===== src/rtl/mc_top.sv =====
// Two-pass-per-day sample averager: a pricing pass (P1) forms a bound C, a decision pass (P2)
// streams max(p, C) per sample and folds the day's average back into V for the next day.
module mc_top #(
  parameter int DATA_LEN = 256,
  parameter int DAYS     = 8,
  parameter int W        = 12
) (
  input  logic         clk,
  input  logic         rst_n,
  input  logic [1:0]   state,
  input  logic [W-1:0] in,
  output logic         valid,
  output logic [W-1:0] out,
  output logic         resend
);

  localparam int CW   = (DATA_LEN > 1) ? $clog2(DATA_LEN) : 1;
  localparam int DAYW = (DAYS > 1) ? $clog2(DAYS) : 1;
  localparam int SW   = W + CW;

  localparam logic [1:0] CMD_LOAD  = 2'b01;
  localparam logic [1:0] CMD_RUN   = 2'b10;
  localparam logic [1:0] CMD_ABORT = 2'b11;

  typedef enum logic [2:0] {IDLE, P1, CALC, P2, DONE, FIN} fsm_e;

  fsm_e            st_q, st_d;
  logic [W-1:0]    k_q, k_d, w_q, w_d, q_q, q_d, s_q, s_d;
  logic [W-1:0]    v_q, v_d, m_q, m_d, c_q, c_d;
  logic [1:0]      ptr_q, ptr_d;
  logic [SW-1:0]   sum_q, sum_d;
  logic [CW-1:0]   cnt_q, cnt_d;
  logic [DAYW-1:0] day_q, day_d;
  logic            valid_q, valid_d;
  logic [W-1:0]    out_q, out_d;

  logic [W-1:0]    p_val, o_val, c_sat;
  logic [SW-1:0]   p_sum, o_sum;
  logic [2*W:0]    mix, scaled;
  logic            last_sample, more_days;

  assign p_val       = (k_q > in) ? (k_q - in) : '0;
  assign o_val       = (p_val > c_q) ? p_val : c_q;
  assign p_sum       = sum_q + SW'(p_val);
  assign o_sum       = sum_q + SW'(o_val);
  assign last_sample = (cnt_q == CW'(DATA_LEN - 1));
  assign more_days   = (day_q < DAYW'(DAYS - 1));

  // Q1.11 blend of this day's mean payoff and carried value; anything above 1.11 format saturates.
  assign mix    = (2*W+1)'(m_q) * (2*W+1)'(w_q) + (2*W+1)'(v_q) * (2*W+1)'(q_q);
  assign scaled = mix >> (W - 1);
  assign c_sat  = (|scaled[2*W:W]) ? '1 : scaled[W-1:0];

  assign resend = (st_q == CALC) || ((st_q == DONE) && more_days);
  assign valid  = valid_q;
  assign out    = out_q;

  always_comb begin
    st_d    = st_q;
    k_d     = k_q;
    w_d     = w_q;
    q_d     = q_q;
    s_d     = s_q;
    v_d     = v_q;
    m_d     = m_q;
    c_d     = c_q;
    sum_d   = sum_q;
    cnt_d   = cnt_q;
    day_d   = day_q;
    valid_d = 1'b0;
    out_d   = out_q;
    ptr_d   = (state == CMD_LOAD) ? ptr_q : 2'd0;

    unique case (st_q)
      IDLE: begin
        if (state == CMD_RUN) begin
          st_d  = P1;
          v_d   = s_q;
          day_d = '0;
          cnt_d = '0;
          sum_d = '0;
        end else if (state == CMD_LOAD) begin
          unique case (ptr_q)
            2'd0: k_d = in;
            2'd1: w_d = in;
            2'd2: q_d = in;
            default: s_d = in;
          endcase
          ptr_d = ptr_q + 2'd1;
        end
      end
      P1: begin
        if (state == CMD_RUN) begin
          sum_d = p_sum;
          cnt_d = cnt_q + 1'b1;
          if (last_sample) begin
            m_d   = W'(p_sum >> CW);
            cnt_d = '0;
            st_d  = CALC;
          end
        end
      end
      CALC: begin
        c_d   = c_sat;
        sum_d = '0;
        cnt_d = '0;
        st_d  = P2;
      end
      P2: begin
        if (state == CMD_RUN) begin
          out_d   = o_val;
          valid_d = 1'b1;
          sum_d   = o_sum;
          cnt_d   = cnt_q + 1'b1;
          if (last_sample) begin
            cnt_d = '0;
            st_d  = DONE;
          end
        end
      end
      DONE: begin
        v_d = W'(sum_q >> CW);
        if (more_days) begin
          day_d = day_q + 1'b1;
          sum_d = '0;
          cnt_d = '0;
          st_d  = P1;
        end else begin
          // The final value is presented during FIN straight from the output register.
          out_d   = W'(sum_q >> CW);
          valid_d = 1'b1;
          st_d    = FIN;
        end
      end
      default: st_d = IDLE;
    endcase

    if (state == CMD_ABORT) begin
      st_d    = IDLE;
      cnt_d   = '0;
      sum_d   = '0;
      day_d   = '0;
      valid_d = 1'b0;
      out_d   = out_q;
    end
  end

  always_ff @(posedge clk or negedge rst_n) begin
    if (!rst_n) begin
      st_q    <= IDLE;
      k_q     <= '0;
      w_q     <= '0;
      q_q     <= '0;
      s_q     <= '0;
      v_q     <= '0;
      m_q     <= '0;
      c_q     <= '0;
      ptr_q   <= '0;
      sum_q   <= '0;
      cnt_q   <= '0;
      day_q   <= '0;
      valid_q <= 1'b0;
      out_q   <= '0;
    end else begin
      st_q    <= st_d;
      k_q     <= k_d;
      w_q     <= w_d;
      q_q     <= q_d;
      s_q     <= s_d;
      v_q     <= v_d;
      m_q     <= m_d;
      c_q     <= c_d;
      ptr_q   <= ptr_d;
      sum_q   <= sum_d;
      cnt_q   <= cnt_d;
      day_q   <= day_d;
      valid_q <= valid_d;
      out_q   <= out_d;
    end
  end

endmodule


===== config.mk =====
export PLATFORM = sky130hd
export DESIGN_NAME = mc_top
export DESIGN_NICKNAME = d
export VERILOG_FILES = /design/src/rtl/mc_top.sv
export SDC_FILE = /design/constraint.sdc
export NUM_CORES = 1
export LEC_CHECK = 0
export CELL_PAD_IN_SITES_DETAIL_PLACEMENT = 1
export CELL_PAD_IN_SITES_GLOBAL_PLACEMENT = 1
export CORE_UTILIZATION = 30
export DETAILED_ROUTE_END_ITERATION = 12
export GPL_TIMING_DRIVEN = 0
export PLACE_DENSITY_LB_ADDON = 0.1
export SYNTH_ARGS = -nofsm -noshare
export SYNTH_HDL_FRONTEND = slang
export SYNTH_SLANG_ARGS = --single-unit

===== constraint.sdc =====
create_clock -name clk -period 17.6 [get_ports clk]
set_clock_uncertainty 0.1 [all_clocks]
set_input_delay 2.64 -clock clk [delete_from_list [all_inputs] [get_ports clk]]
set_output_delay 2.64 -clock clk [all_outputs]
set_load 0.01 [all_outputs]

==> reports/qor.yml, run 1 <==
route:
  routed-wl-met2_mm: 30.27
  drc: 0
  wl_per_cell_um: 21.84
  drt-pass1-iter-count: 4
  wirelength_mm: 59.86
  drt_iter0_drc: 434
  vias_per_cell: 4.843
  num_vias: 13280
  dr_wl_met3_mm: 1.066
  wl_met1_mm: 26.03
  highest_layer: "met4"
  antenna_left: 0
final_layout:
  final_core_util_pct: 33.75
  final_area_mm2: 0.01907
  final_nets: 2399
  drive_gt1_share_pct: 3.879
  post_layout_nonfiller_instances: 2741
  final_cell_mix: "347 x inv_1, 309 x nand2_1, 245 x fa_1, 161 x ha_1, 133 x dfrtp_1"
  area_growth_pct: 10.80
  antenna_cells: 0
  final_common_cell: "inv_1"
cts:
  post_cts_buffers: 0
  cts_sinks: 133
  path_clk_slew_ns: 0.06
  cts_hold_buf: 0
  cts_tree: "yes"
  cts_buffer_depth: 2
  cts-resized-gates: 0
  h-tree-depth: 4
  clock-root-buffer: "clkbuf_16"
  clkLatencyLatePin_ns: 0.46
  cts_made_buffers: 17
sta:
  timing.fmax_mhz: 93.07
  hold_ws_ns: 0.3805
  setup_viol: 0
  layout_setup_ws_ns: 6.856
  fin_crit_sh_pct: 61.05
  hold_viol: 0
  slew_headroom_pct: 10.62
  fin_setup_tns_ns: 0
  worst_pin_slew_ns: 1.330
  rsz0062_at_grt: "no"
  fin_crit_ns: 10.74
  maxSlewViolCount: 0
synth:
  avgSynthCellArea_um2: 8.936
  syn-num-nets: 2348
  synth.distinct_cells: 68
  ys_async_sr_fraction_pct: 100.0
  synth-simple-area-share_pct: 16.15
  ys.warnings.count: 0
  syn_area_mm2: 0.01721
  synth_cells: 1926
  synth_edf_count: 0
  synth_fa_ha_area_share_pct: 40.20
  synth_ff_type: "dfrtp_1"
  synth-xor-area-share_pct: 2.188
  synth_top_family_by_area: "adder cells"
  synth_mux_area_share_pct: 1.999
  seq_area_frac_synth_pct: 19.34
  synth_compound_area_share_pct: 10.58
  synth_seq_cells: 133
global_routing:
  grt_max_degree: 77
  antenna_found_initial: 1
  grt-ovfl-total: 0
  grtUsageTotal_pct: 21.18
  grt_pass1_wl_mm: 91.99
  grt_pass1_vias: 14680
setup_path:
  startpoint_type: "input port"
  cp_max_fo: 10
  reg2reg_from: "k_q[0]"
  cp_slowest_cell: "nor3_1"
  end_kind: "flop"
  cp.arrival_ns: 10.98
  crit_start: "in[0]"
  crit_type: "in -> reg"
  crit_required_ns: 17.84
  critPathMaxStageDelay_ns: 1.05
die:
  start_util_pct: 30.47
  die_y_um: 241.5
  rows: 87
  coreArea_mm2: 0.05650
  die-width_um: 241.5
  die_area_mm2: 0.05833
  ios: 30
placed_design:
  place_area_mm2: 0.01851
  place.gp.congestion: 0.8185
  pre_cts_slack_ns: 6.467
  portBuffers: 28
  hpwl_mm: 50.22
  dp.cells: 2714
power_and_ir_drop:
  p_leak_nw: 9.478
  p_per_area_mw_per_mm2: 75.66
  pwr-share-seq_pct: 28.9
  clkPwrFrac_pct: 24.7
  pwr-share-comb_pct: 46.4
  p_sw_uw: 613.9
  switching_share_pct: 42.55
  finalPower_mw: 1.443
  ir_drop_mv: 0.05642
  intPower_uw: 828.9
worst_hold_path:
  hold_class: "reg -> reg"
  hp-start: "s_q[4]"
flow_run:
  drv_cap: 0
outcome:
  status: "finished clean"
-- synth_stat cells (6+ instances only) --
| master | instances | area share (%) |
|---|---|---|
| a2bb2oi_1 | 11 | 0.56 |
| fa_1 | 245 | 28 |
| nor2b_1 | 14 | 0.51 |
| mux2_2 | 15 | 0.98 |
| nand3_1 | 20 | 0.58 |
| nor3_1 | 21 | 0.61 |
| ha_1 | 161 | 12 |
| o21ai_1 | 6 | 0.17 |
| a21o_1 | 19 | 0.83 |
| and2_1 | 122 | 4.4 |
| nand2_1 | 309 | 6.7 |
| nand2b_1 | 7 | 0.25 |
| xnor2_1 | 24 | 1.2 |
| o21bai_1 | 9 | 0.39 |
| a21oi_1 | 47 | 1.4 |
| mux2i_1 | 16 | 0.93 |
| nand4_1 | 11 | 0.40 |
| o21a_1 | 10 | 0.44 |
| and3_1 | 13 | 0.47 |
| o211ai_1 | 7 | 0.31 |
| clkbuf_1 | 77 | 1.7 |
| dfrtp_1 | 133 | 19 |
| inv_1 | 347 | 7.6 |
| o31ai_1 | 10 | 0.44 |
| xor2_1 | 19 | 0.97 |
| nor2_1 | 48 | 1.0 |
| o21ai_0 | 121 | 3.5 |
-- kinds of logic after synthesis --
kind of cell	count (synthesis)
AOI/OAI and AO/OA	289
muxes	32
and+or+nand+nor	590
DFF	133
adders and majority gates	406
xor gates and xnor gates	43
buffers and inverters	433
-- final timing paths --
kind / to / slack [ns] / depth (start not counted)
max: sum_q[15] / 6.86 / 29
min: s_q[4] / 0.38 / 2
max reg2reg: sum_q[15] / 9.56 / 29
min reg2reg: s_q[4] / 0.38 / 2
max in group asynchronous: m_q[3] / 14.46 / 2
min in group asynchronous: k_q[6] / 2.08 / 1
-- power by group through the flow --
| stage | sequential [mW] | clock (mW) | combinational (mW) |
|---|---|---|---|
| 2_1_floorplan | 0.402 | 0 | 0.421 |
| 3_3_place_gp | 0.422 | 0 | 0.652 |
| 3_5_place_dp | 0.422 | 0 | 0.673 |
| 4_1_cts | 0.418 | 0.366 | 0.678 |
| 5_1_grt | 0.425 | 0.375 | 0.738 |
| 6_report | 0.417 | 0.356 | 0.670 |
-- routing by layer --
metal,track usage (%),vias to the layer above
li1,-,6169
met1,26.66,6903
met2,37.04,140
met3,1.898,64
met4,8.917,0
met5,0,-
-- sequential cells by signal (all words and copies together) (netlist names), 12 cells and up --
name / flops
v_q: 12
s_q: 12
w_q: 12
out: 12
k_q: 12
q_q: 12
m_q: 12
sum_q: 20
c_q: 12
-- area by class of cell --
cell class                 count  area (µm²)
fill                        6596       37430
multi-input combinational   1360       12270
sequential                   133        3328
inverter                     347        1303
tap                          756       945.9
clock buffer                  23       508.0
buffer                        86       340.3
timing repair buffer          32       331.6
clock inverter                 4       47.55
-- worst max-delay path: cells and delay by family --
| kind | cells | cell delay (ns) |
|---|---|---|
| buffers and inverters | 5 | 1.45 |
| AND/OR/NAND/NOR | 5 | 1.85 |
| AO/OA/AOI/OAI | 15 | 3.49 |
| adder cells (fa/ha/maj) | 4 | 1.51 |
(Power assumes the default switching activity.)
==> run 2: changes to the inputs <==
==> constraint.sdc (replaced) <==
create_clock -name clk -period 10.8 [get_ports clk]
set_clock_uncertainty 0.1 [all_clocks]
set_input_delay 1.62 -clock clk [delete_from_list [all_inputs] [get_ports clk]]
set_output_delay 1.62 -clock clk [all_outputs]
set_load 0.01 [all_outputs]
==> results of run 2 <==
The final DEF is identical to that of run 1. Status: finished clean.
Among the figures that moved: setup slack after placement 6.467 ns -> 0.6866 ns; setup slack after layout 6.856 ns -> 1.076 ns; register-to-register setup slack 9.56 ns -> 2.76 ns; total power 1.443 mW -> 2.351 mW; worst IR drop on VDD 0.05642 mV -> 0.09194 mV
